File: config.mk
export PLATFORM = sky130hd
export DESIGN_NAME = fetch_ctrl
export DESIGN_NICKNAME = d
export VERILOG_FILES = /design/src/rtl/fetch_pkg.sv /design/src/rtl/fetch_pc_reg.sv /design/src/rtl/fetch_ctrl.sv
export SDC_FILE = /design/constraint.sdc
export NUM_CORES = 1
export LEC_CHECK = 0
export ABC_CLOCK_PERIOD_IN_PS = 4000
export BUFFER_PORTS_ARGS = -buffer_cell sky130_fd_sc_hd__buf_2
export CORE_MARGIN = 2
export CORE_UTILIZATION = 30
export DETAILED_ROUTE_END_ITERATION = 8
export GPL_ROUTABILITY_DRIVEN = 0
export SLEW_MARGIN = 25
export SYNTH_ARGS = -nofsm -noshare
export SYNTH_HDL_FRONTEND = slang
export SYNTH_SLANG_ARGS = --single-unit
File: constraint.sdc
create_clock -name clk -period 4 [get_ports clk]
set_input_delay 0.6 -clock clk [delete_from_list [all_inputs] [get_ports clk]]
set_output_delay 0.6 -clock clk [all_outputs]
set_load 0.1 [all_outputs]
File: src/rtl/fetch_pkg.sv
// Shared definitions for the instruction fetch controller: FSM states and
// fixed instruction/PC-step constants.
package fetch_pkg;

  typedef enum logic [1:0] {
    REQ  = 2'd0,
    WAIT = 2'd1,
    HOLD = 2'd2
  } fetch_state_e;

  localparam int INSTR_W = 32;
  localparam int PC_INC  = 4;

endpackage

File: src/rtl/fetch_pc_reg.sv
// N-bit program counter register with synchronous reset to zero and a
// load enable selecting the supplied next value.
module fetch_pc_reg #(
  parameter int N = 64
) (
  input  logic         clk_i,
  input  logic         reset_i,
  input  logic         load_i,
  input  logic [N-1:0] pc_d_i,
  output logic [N-1:0] pc_q_o
);

  logic [N-1:0] pc_q;

  always_ff @(posedge clk_i) begin
    if (reset_i) begin
      pc_q <= '0;
    end else if (load_i) begin
      pc_q <= pc_d_i;
    end
  end

  assign pc_q_o = pc_q;

endmodule

File: src/rtl/fetch_ctrl.sv
// Instruction fetch controller: one outstanding memory request at a time,
// stall-aware delivery, and redirects that discard in-flight responses.
module fetch_ctrl
  import fetch_pkg::*;
#(
  parameter int N  = 64,
  parameter int IW = INSTR_W
) (
  input  logic          clk,
  input  logic          reset,
  input  logic          branch_F,
  input  logic [N-1:0]  branch_target_F,
  input  logic          stall_F,
  output logic          imem_req,
  output logic [N-1:0]  imem_addr,
  input  logic          imem_gnt,
  input  logic          imem_rvalid,
  input  logic [IW-1:0] imem_rdata,
  output logic          instr_valid_F,
  output logic [IW-1:0] instr_F,
  output logic [N-1:0]  pc_F
);

  fetch_state_e  state_q, state_d;
  logic          drop_q, drop_d;
  logic          valid_q, valid_d;
  logic [IW-1:0] instr_q, instr_d;
  logic [N-1:0]  pcf_q, pcf_d;
  logic          pc_load;
  logic [N-1:0]  pc_next;
  logic [N-1:0]  pc;

  fetch_pc_reg #(.N(N)) u_pc_reg (
    .clk_i   (clk),
    .reset_i (reset),
    .load_i  (pc_load),
    .pc_d_i  (pc_next),
    .pc_q_o  (pc)
  );

  always_ff @(posedge clk) begin
    if (reset) begin
      state_q <= REQ;
      drop_q  <= 1'b0;
      valid_q <= 1'b0;
      instr_q <= '0;
      pcf_q   <= '0;
    end else begin
      state_q <= state_d;
      drop_q  <= drop_d;
      valid_q <= valid_d;
      instr_q <= instr_d;
      pcf_q   <= pcf_d;
    end
  end

  always_comb begin
    state_d = state_q;
    drop_d  = drop_q;
    valid_d = 1'b0;
    instr_d = instr_q;
    pcf_d   = pcf_q;
    pc_load = 1'b0;
    pc_next = pc;

    if (branch_F) begin
      pc_load = 1'b1;
      pc_next = branch_target_F;
      state_d = REQ;
      drop_d  = 1'b0;
      // A request already accepted by memory must still be drained before reissuing.
      if ((state_q == REQ && imem_gnt) || (state_q == WAIT && !imem_rvalid)) begin
        state_d = WAIT;
        drop_d  = 1'b1;
      end
    end else begin
      case (state_q)
        REQ: begin
          if (imem_gnt) state_d = WAIT;
        end
        WAIT: begin
          if (imem_rvalid) begin
            if (drop_q) begin
              drop_d  = 1'b0;
              state_d = REQ;
            end else begin
              instr_d = imem_rdata;
              pcf_d   = pc;
              valid_d = 1'b1;
              pc_load = 1'b1;
              pc_next = pc + N'(PC_INC);
              state_d = stall_F ? HOLD : REQ;
            end
          end
        end
        HOLD: begin
          valid_d = stall_F ? valid_q : 1'b0;
          if (!stall_F) state_d = REQ;
        end
        default: state_d = REQ;
      endcase
    end
  end

  assign imem_req      = (state_q == REQ);
  assign imem_addr     = pc;
  assign instr_valid_F = valid_q;
  assign instr_F       = instr_q;
  assign pc_F          = pcf_q;

endmodule

==> results.json, run 1 <==
{
  "clk_pin_slew_ns": 0.07,
  "drt_iter0_markers": 456,
  "powerDensity_mw_per_mm2": 445,
  "drive_above_1_share_pct": 28.1,
  "postSynthAreaPerCell_um2": 7.90,
  "endpoint_kind": "register",
  "cts_buffer_depth": 2,
  "synth-edff-count": 0,
  "synth_top_area_share_pct": 45.6,
  "grt_pass1_wl_mm": 37.0,
  "critPathArrivalTime_ns": 2.88,
  "worst_r2r_path_depth": 5,
  "seq_area_frac_synth_pct": 45.6,
  "crit_required_ns": 4.31,
  "htreeDepth": 4,
  "hold_end": "u_pc_reg.pc_q_o[49]$_SDFFE_PP0P_",
  "num_rows": 56,
  "hold_start": "branch_target_F[49]",
  "die_area_mm2": 0.0252,
  "outcome": "finished clean",
  "nets": 1239,
  "root_buffer": "clkbuf_16",
  "setup_viol": 0,
  "leakagePower_nw": 3.80,
  "ir_worst_vdd_mv": 0.210,
  "cts_hold_buf": 0,
  "antenna_found_initial": 1,
  "switchingPower_w": 0.00142,
  "dp_hpwl_mm": 15.9,
  "clk_latency_ns": 0.43,
  "p_sw_share_pct": 34.1,
  "internal_power_w": 0.00274,
  "critPathTopFamily": "simple AND/OR/NAND/NOR gates",
  "die_w_um": 159,
  "critPathLaunchType": "register",
  "r2r_slack_ns": 1.43,
  "setup_ws_ns": 1.43,
  "grt_max_degree": 112,
  "post_cts_buffers": 0,
  "slew_viol_final": 0,
  "hp-class": "input port to register",
  "regToRegEndpoint": "u_pc_reg.pc_q_o[57]$_SDFFE_PP0P_",
  "ys_seq_elements": 164,
  "grt_overflow_total": 0,
  "synth_xor_area_share_pct": 4.14,
  "portBuffers": 263,
  "crit_type": "register to register",
  "pre_cts_slack_ns": 1.22,
  "grt_pass1_vias": 6652,
  "cp_slowest_cell": "or4_4",
  "synth_top_cell_by_area": "dfxtp_1",
  "synth_cells": 911,
  "combPwrFrac_pct": 18.0,
  "worst_pin_slew_ns": 0.900,
  "totalWireLength_mm": 23.7,
  "synthesis.nets": 1014,
  "boundaryPins": 264,
  "synth-simple-area-share_pct": 28.9,
  "yosysMostFrequentCell": "nand2_1",
  "dr.pass1.iters": 4,
  "syn2layout_area_growth_pct": 29.7,
  "crit_fanout": 10,
  "hold_viol": 0,
  "setup-tns-final_ns": 0,
  "r2r-start": "u_pc_reg.pc_q_o[29]$_SDFFE_PP0P_",
  "fmax_mhz": 389,
  "whs_path_depth": 3,
  "async_flop_share_pct": 0,
  "initial_core_util_pct": 30.6,
  "cpPeakStageDelay_ns": 0.62,
  "cts_made_buffers": 17,
  "cts_tree": "done",
  "die_h_um": 159,
  "synth_area_leaders": "dfxtp_1 46%, nand2_1 12%, a21oi_1 7.2%",
  "synth_ff_type": "dfxtp_1",
  "finalClockSkew_ns": 0.0138,
  "postRouteAntennaNets": 0,
  "routed_via_density": 4.91,
  "pwr-share-seq_pct": 42.9,
  "rsz0062_at_grt": "no",
  "synth_top_family_by_area": "simple AND/OR/NAND/NOR gates",
  "ctsResizeCount": 0,
  "synth_compound_area_share_pct": 15.7,
  "synth_adder_area_share_pct": 0.174,
  "power_frac_clock_pct": 39.1,
  "yosys_warnings": 0,
  "vias": 7203,
  "synth.area.mux_share_pct": 0.696,
  "ys_top_cells_by_count": "238 x nand2_1, 164 x dfxtp_1, 104 x a21oi_1",
  "max_cap_violations": 0,
  "timing.critical_path.buf_inv": 0,
  "wl_per_cell_um": 16.1,
  "cp_cell_sequence": "and4_1 > nand4_4 > or4_4 > or3_1 > a2111oi_1",
  "maxSlewHeadroom_pct": 40.0,
  "period_share_pct": 64.2,
  "period_minus_slack_ns": 2.57,
  "yosysUniqueCellTypes": 53,
  "core_area_mm2": 0.0235,
  "diodes": 0,
  "gr-usage-all-layers_pct": 18.2,
  "cts.sinks": 164,
  "syn_area_mm2": 0.00719,
  "drc_errors": 0
}
-- worst max-delay path by stage --
stage	from	to	depth (start not counted)
after CTS	u_pc_reg.pc_q_o[29]$_SDFFE_PP0P_	u_pc_reg.pc_q_o[57]$_SDFFE_PP0P_	5
after detailed placement	imem_rvalid	u_pc_reg.pc_q_o[57]$_SDFFE_PP0P_	6
after global routing	state_q[0]$_SDFFE_PP0P_	u_pc_reg.pc_q_o[59]$_SDFFE_PP0P_	7
after global placement	imem_rvalid	u_pc_reg.pc_q_o[57]$_SDFFE_PP0P_	6
final	u_pc_reg.pc_q_o[29]$_SDFFE_PP0P_	u_pc_reg.pc_q_o[57]$_SDFFE_PP0P_	5
after floorplan	u_pc_reg.pc_q_o[29]$_SDFFE_PP0P_	u_pc_reg.pc_q_o[57]$_SDFFE_PP0P_	8
-- state kept, by name, summed over array words and instances, names as in the netlist --
register         count
pc_F                64
u_pc_reg.pc_q_o     64
instr_F             32
state_q              2
drop_q               1
instr_valid_F        1
-- power groups by stage --
stage	Clock, W	Combinational [W]	Sequential, W
after floorplan	0	0.000175	0.00222
after global placement	0	0.000746	0.00182
after detailed placement	0	0.000750	0.00182
after CTS	0.00168	0.000752	0.00178
after global routing	0.00174	0.000783	0.00179
final	0.00163	0.000746	0.00178
-- logic make-up after synthesis --
logic type / after synthesis
AO/OA/AOI/OAI: 183
XOR/XNOR: 34
adder cells (fa/ha/maj): 1
buffers and inverters: 86
flip-flops: 164
multiplexers: 5
AND/OR/NAND/NOR: 438
-- per-layer routing --
| metal | vias to the layer above | part of all wire [%] | global-route usage (%) |
|---|---|---|---|
| met4 | 2 | 1.3 | 4.67 |
| met3 | 16 | 6.1 | 4.94 |
| met2 | 208 | 46 | 29.2 |
| met5 | - | 0.055 | 0 |
| li1 | 3626 | - | - |
| met1 | 3351 | 47 | 24.1 |
-- final cells by class --
| class | count | area [um2] |
|---|---|---|
| flip-flops and latches | 164 | 3280 |
| clock inverters | 13 | 121 |
| well taps | 319 | 399 |
| clock buffers | 19 | 453 |
| fillers | 2446 | 14100 |
| multi-input cells | 661 | 3590 |
| inverters | 16 | 60.1 |
| repair buffers | 276 | 1420 |
-- placed cells by master (no fill, tap or decap), types with 21 or more instances in the layout --
master / count
buf_2: 262
nand2_1: 237
dfxtp_1: 164
a21oi_1: 104
nor2_1: 56
a211oi_1: 33
xnor2_1: 33
nand3_1: 22
nor4_1: 21
-- worst min-delay path, cell delays in order --
cell     delay (ns)
buf_2          0.07
nand2_1        0.04
nand3_1        0.07
-- per-stage QoR --
stage	hold slack (ns)	util [%]	cells	area, um2	power, W
3_3_place_gp	0.439	37.3	1436	8750	0.00256
3_5_place_dp	0.444	37.3	1436	8750	0.00257
5_1_grt	0.373	39.7	1468	9330	0.00432
6_report	0.387	39.7	1468	9330	0.00415
4_1_cts	0.366	39.7	1468	9330	0.00421
2_1_floorplan	0.467	-	911	7190	0.00239
No activity file was read; power rests on OpenSTA's default activity.
==> inputs of run 2 (changes only) <==
--- a/config.mk
+++ b/config.mk
@@ -5,7 +5,8 @@
 export SDC_FILE = /design/constraint.sdc
 export NUM_CORES = 1
 export LEC_CHECK = 0
-export ABC_CLOCK_PERIOD_IN_PS = 4000
+export ABC_AREA = 1
+export ABC_CLOCK_PERIOD_IN_PS = 2200
 export BUFFER_PORTS_ARGS = -buffer_cell sky130_fd_sc_hd__buf_2
 export CORE_MARGIN = 2
 export CORE_UTILIZATION = 30
==> constraint.sdc (replaced) <==
create_clock -name clk -period 2.2 [get_ports clk]
set_input_delay 0.33 -clock clk [delete_from_list [all_inputs] [get_ports clk]]
set_output_delay 0.33 -clock clk [all_outputs]
set_load 0.1 [all_outputs]
==> run 2 against run 1 <==
Final area rose by 14%. Sequential share of layout area fell by 4.2 points. Routed wire length rose by 35%. Critical endpoint is now u_pc_reg.pc_q_o[53]$_SDFFE_PP0P_.
==> results.json, run 2 <==
{
  "drive_above_1_share_pct": 26.7,
  "root_buffer": "clkbuf_16",
  "maxSlewHeadroom_pct": 58.0,
  "ctsResizeCount": 0,
  "cts_made_buffers": 17,
  "crit_fanout": 5,
  "slew_viol_final": 0,
  "critPathTopFamily": "simple AND/OR/NAND/NOR gates",
  "synth_area_leaders": "dfxtp_1 40%, nand2_1 12%, nor2_1 10%",
  "die_w_um": 170,
  "grt_max_degree": 114,
  "htreeDepth": 4,
  "rsz0062_at_grt": "no",
  "drt_iter0_markers": 758,
  "dr_wl_met3_mm": 2.98,
  "critPathMostFrequentCell": "nand2_1",
  "ys_top_cells_by_count": "263 x nand2_1, 220 x nor2_1, 164 x dfxtp_1",
  "leakagePower_nw": 5.04,
  "synth_cells": 1231,
  "yosys_warnings": 0,
  "cts_tree": "done",
  "period_minus_slack_ns": 1.95,
  "hold_viol": 0,
  "gr-usage-all-layers_pct": 21.7,
  "dp_hpwl_mm": 23.7,
  "grt_overflow_total": 0,
  "crit_type": "register to register",
  "postRouteAntennaNets": 0,
  "setup_ws_ns": 0.254,
  "portBuffers": 263,
  "num_rows": 60,
  "worst_pin_slew_ns": 0.628,
  "wl_per_cell_um": 17.4,
  "fmax_mhz": 514,
  "ys_seq_elements": 164,
  "totalWireLength_mm": 31.9,
  "synthesis.nets": 1334,
  "timing.critical_path.buf_inv": 0,
  "diodes": 0,
  "synth-edff-count": 0,
  "outcome": "finished clean",
  "core_area_mm2": 0.0270,
  "seq_area_frac_synth_pct": 39.7,
  "clk_pin_slew_ns": 0.08,
  "met1_length_mm": 13.8,
  "power_w": 0.00799,
  "post_cts_buffers": 0,
  "dp_cells": 1806,
  "wl_met2_mm": 14.2,
  "setup-tns-final_ns": 0,
  "cts_buffer_depth": 2,
  "powerDensity_mw_per_mm2": 750,
  "cp_slowest_cell": "dfxtp_1",
  "max_cap_violations": 0,
  "boundaryPins": 264,
  "dr.pass1.iters": 6,
  "syn_area_mm2": 0.00826,
  "async_flop_share_pct": 0,
  "clk_latency_ns": 0.44,
  "vias": 9147,
  "cp_cell_sequence": "nand2_1 > nor2_1 > nand2_1 > nor2_1 > nand2_1 > o21ai_1 > nand3_1 > a21oi_1",
  "cts.sinks": 164,
  "synth_top_area_share_pct": 39.7,
  "grt_pass1_wl_mm": 47.9,
  "period_share_pct": 88.5,
  "top_layer": "met5",
  "drc_errors": 0,
  "nets": 1587,
  "syn2layout_area_growth_pct": 28.9,
  "yosysMostFrequentCell": "nand2_1",
  "die_h_um": 170,
  "pre_cts_slack_ns": 0.304,
  "finalClockSkew_ns": 0.0120,
  "yosysUniqueCellTypes": 38,
  "hp-class": "input port to register",
  "routed_via_density": 4.98,
  "initial_core_util_pct": 30.6,
  "grt_pass1_vias": 8387,
  "crit_required_ns": 2.57,
  "critPathArrivalTime_ns": 2.31,
  "layout_common_cells": "263 x nand2_1, 263 x buf_2, 220 x nor2_1, 145 x dfxtp_1, 122 x inv_1",
  "ir_worst_vdd_mv": 0.532,
  "postSynthAreaPerCell_um2": 6.71,
  "cpPeakStageDelay_ns": 0.45,
  "antenna_found_initial": 2,
  "layout.cells.non_filler": 1838,
  "die_area_mm2": 0.0289,
  "synth_ff_type": "dfxtp_1",
  "cts_hold_buf": 0,
  "synth_top_cell_by_area": "dfxtp_1",
  "critPathLaunchType": "register",
  "setup_viol": 0,
  "postLayoutCoreUtil_pct": 39.4,
  "endpoint_kind": "register"
}
==> run 2: changes by cell type after synthesis, moves of 25 or more <==
| cell | delta |
|---|---|
| xnor2_1 | -32 |
| nor2_1 | +164 |
| o21ai_0 | +80 |
| nand3_1 | +60 |
| inv_1 | +107 |
| nand2_1 | +25 |
| a21oi_1 | -66 |
==> run 2: power by group <==
group	switching, W	internal [W]
clock network	0.00148	0.00152
logic	0.00143	0.000323
registers	0.000138	0.00311
total	0.00304	0.00495
==> run 2: kinds of logic (layout without fill, tap and decap cells) <==
family / count (synthesis) / after routing / synth area share, %
AO/OA/AOI/OAI: 198 / 198 / 13.9
XOR/XNOR: 14 / 14 / 1.48
adder cells (fa/ha/maj): 1 / 1 / 0.151
buffers and inverters: 191 / 457 / 9.22
flip-flops: 164 / 164 / 39.7
AND/OR/NAND/NOR: 663 / 663 / 35.6
==> run 2: stage by stage <==
stage / hold slack (ns) / area (um2)
2_1_floorplan: 0.460 / 8290
3_3_place_gp: 0.447 / 10100
3_5_place_dp: 0.456 / 10100
4_1_cts: 0.0898 / 10700
5_1_grt: 0.0987 / 10700
6_report: 0.103 / 10700
==> run 2: layout make-up <==
type / instances / area (um2)
Timing Repair Buffer: 295 / 1630
Clock buffer: 17 / 425
Clock inverter: 15 / 156
Tap cell: 341 / 427
Sequential cell: 164 / 3310
Multi-Input combinational cell: 876 / 4220
Fill cell: 2904 / 16400
Inverter: 130 / 488
==> run 2: layer usage <==
metal	vias to the layer above	track usage, %
met4	2	7.73
li1	4504	-
met1	4167	28.1
met3	55	6.28
met5	-	0
met2	419	34.3
==> run 2: worst min-delay path, stage by stage <==
cell    delay [ns]
buf_2         0.07
nor2_1        0.03
nor2_1        0.08
==> run 2: final timing paths <==
| kind | from | end | slack, ns | cells after the start |
|---|---|---|---|---|
| max | u_pc_reg.pc_q_o[32]$_SDFFE_PP0P_ | u_pc_reg.pc_q_o[53]$_SDFFE_PP0P_ | 0.25 | 8 |
| min | imem_rdata[25] | instr_F[25]$_SDFFE_PP0P_ | 0.10 | 3 |
| max reg2reg | u_pc_reg.pc_q_o[32]$_SDFFE_PP0P_ | u_pc_reg.pc_q_o[53]$_SDFFE_PP0P_ | 0.25 | 8 |
| min reg2reg | pc_F[1]$_SDFFE_PP0P_ | pc_F[1]$_SDFFE_PP0P_ | 0.47 | 2 |
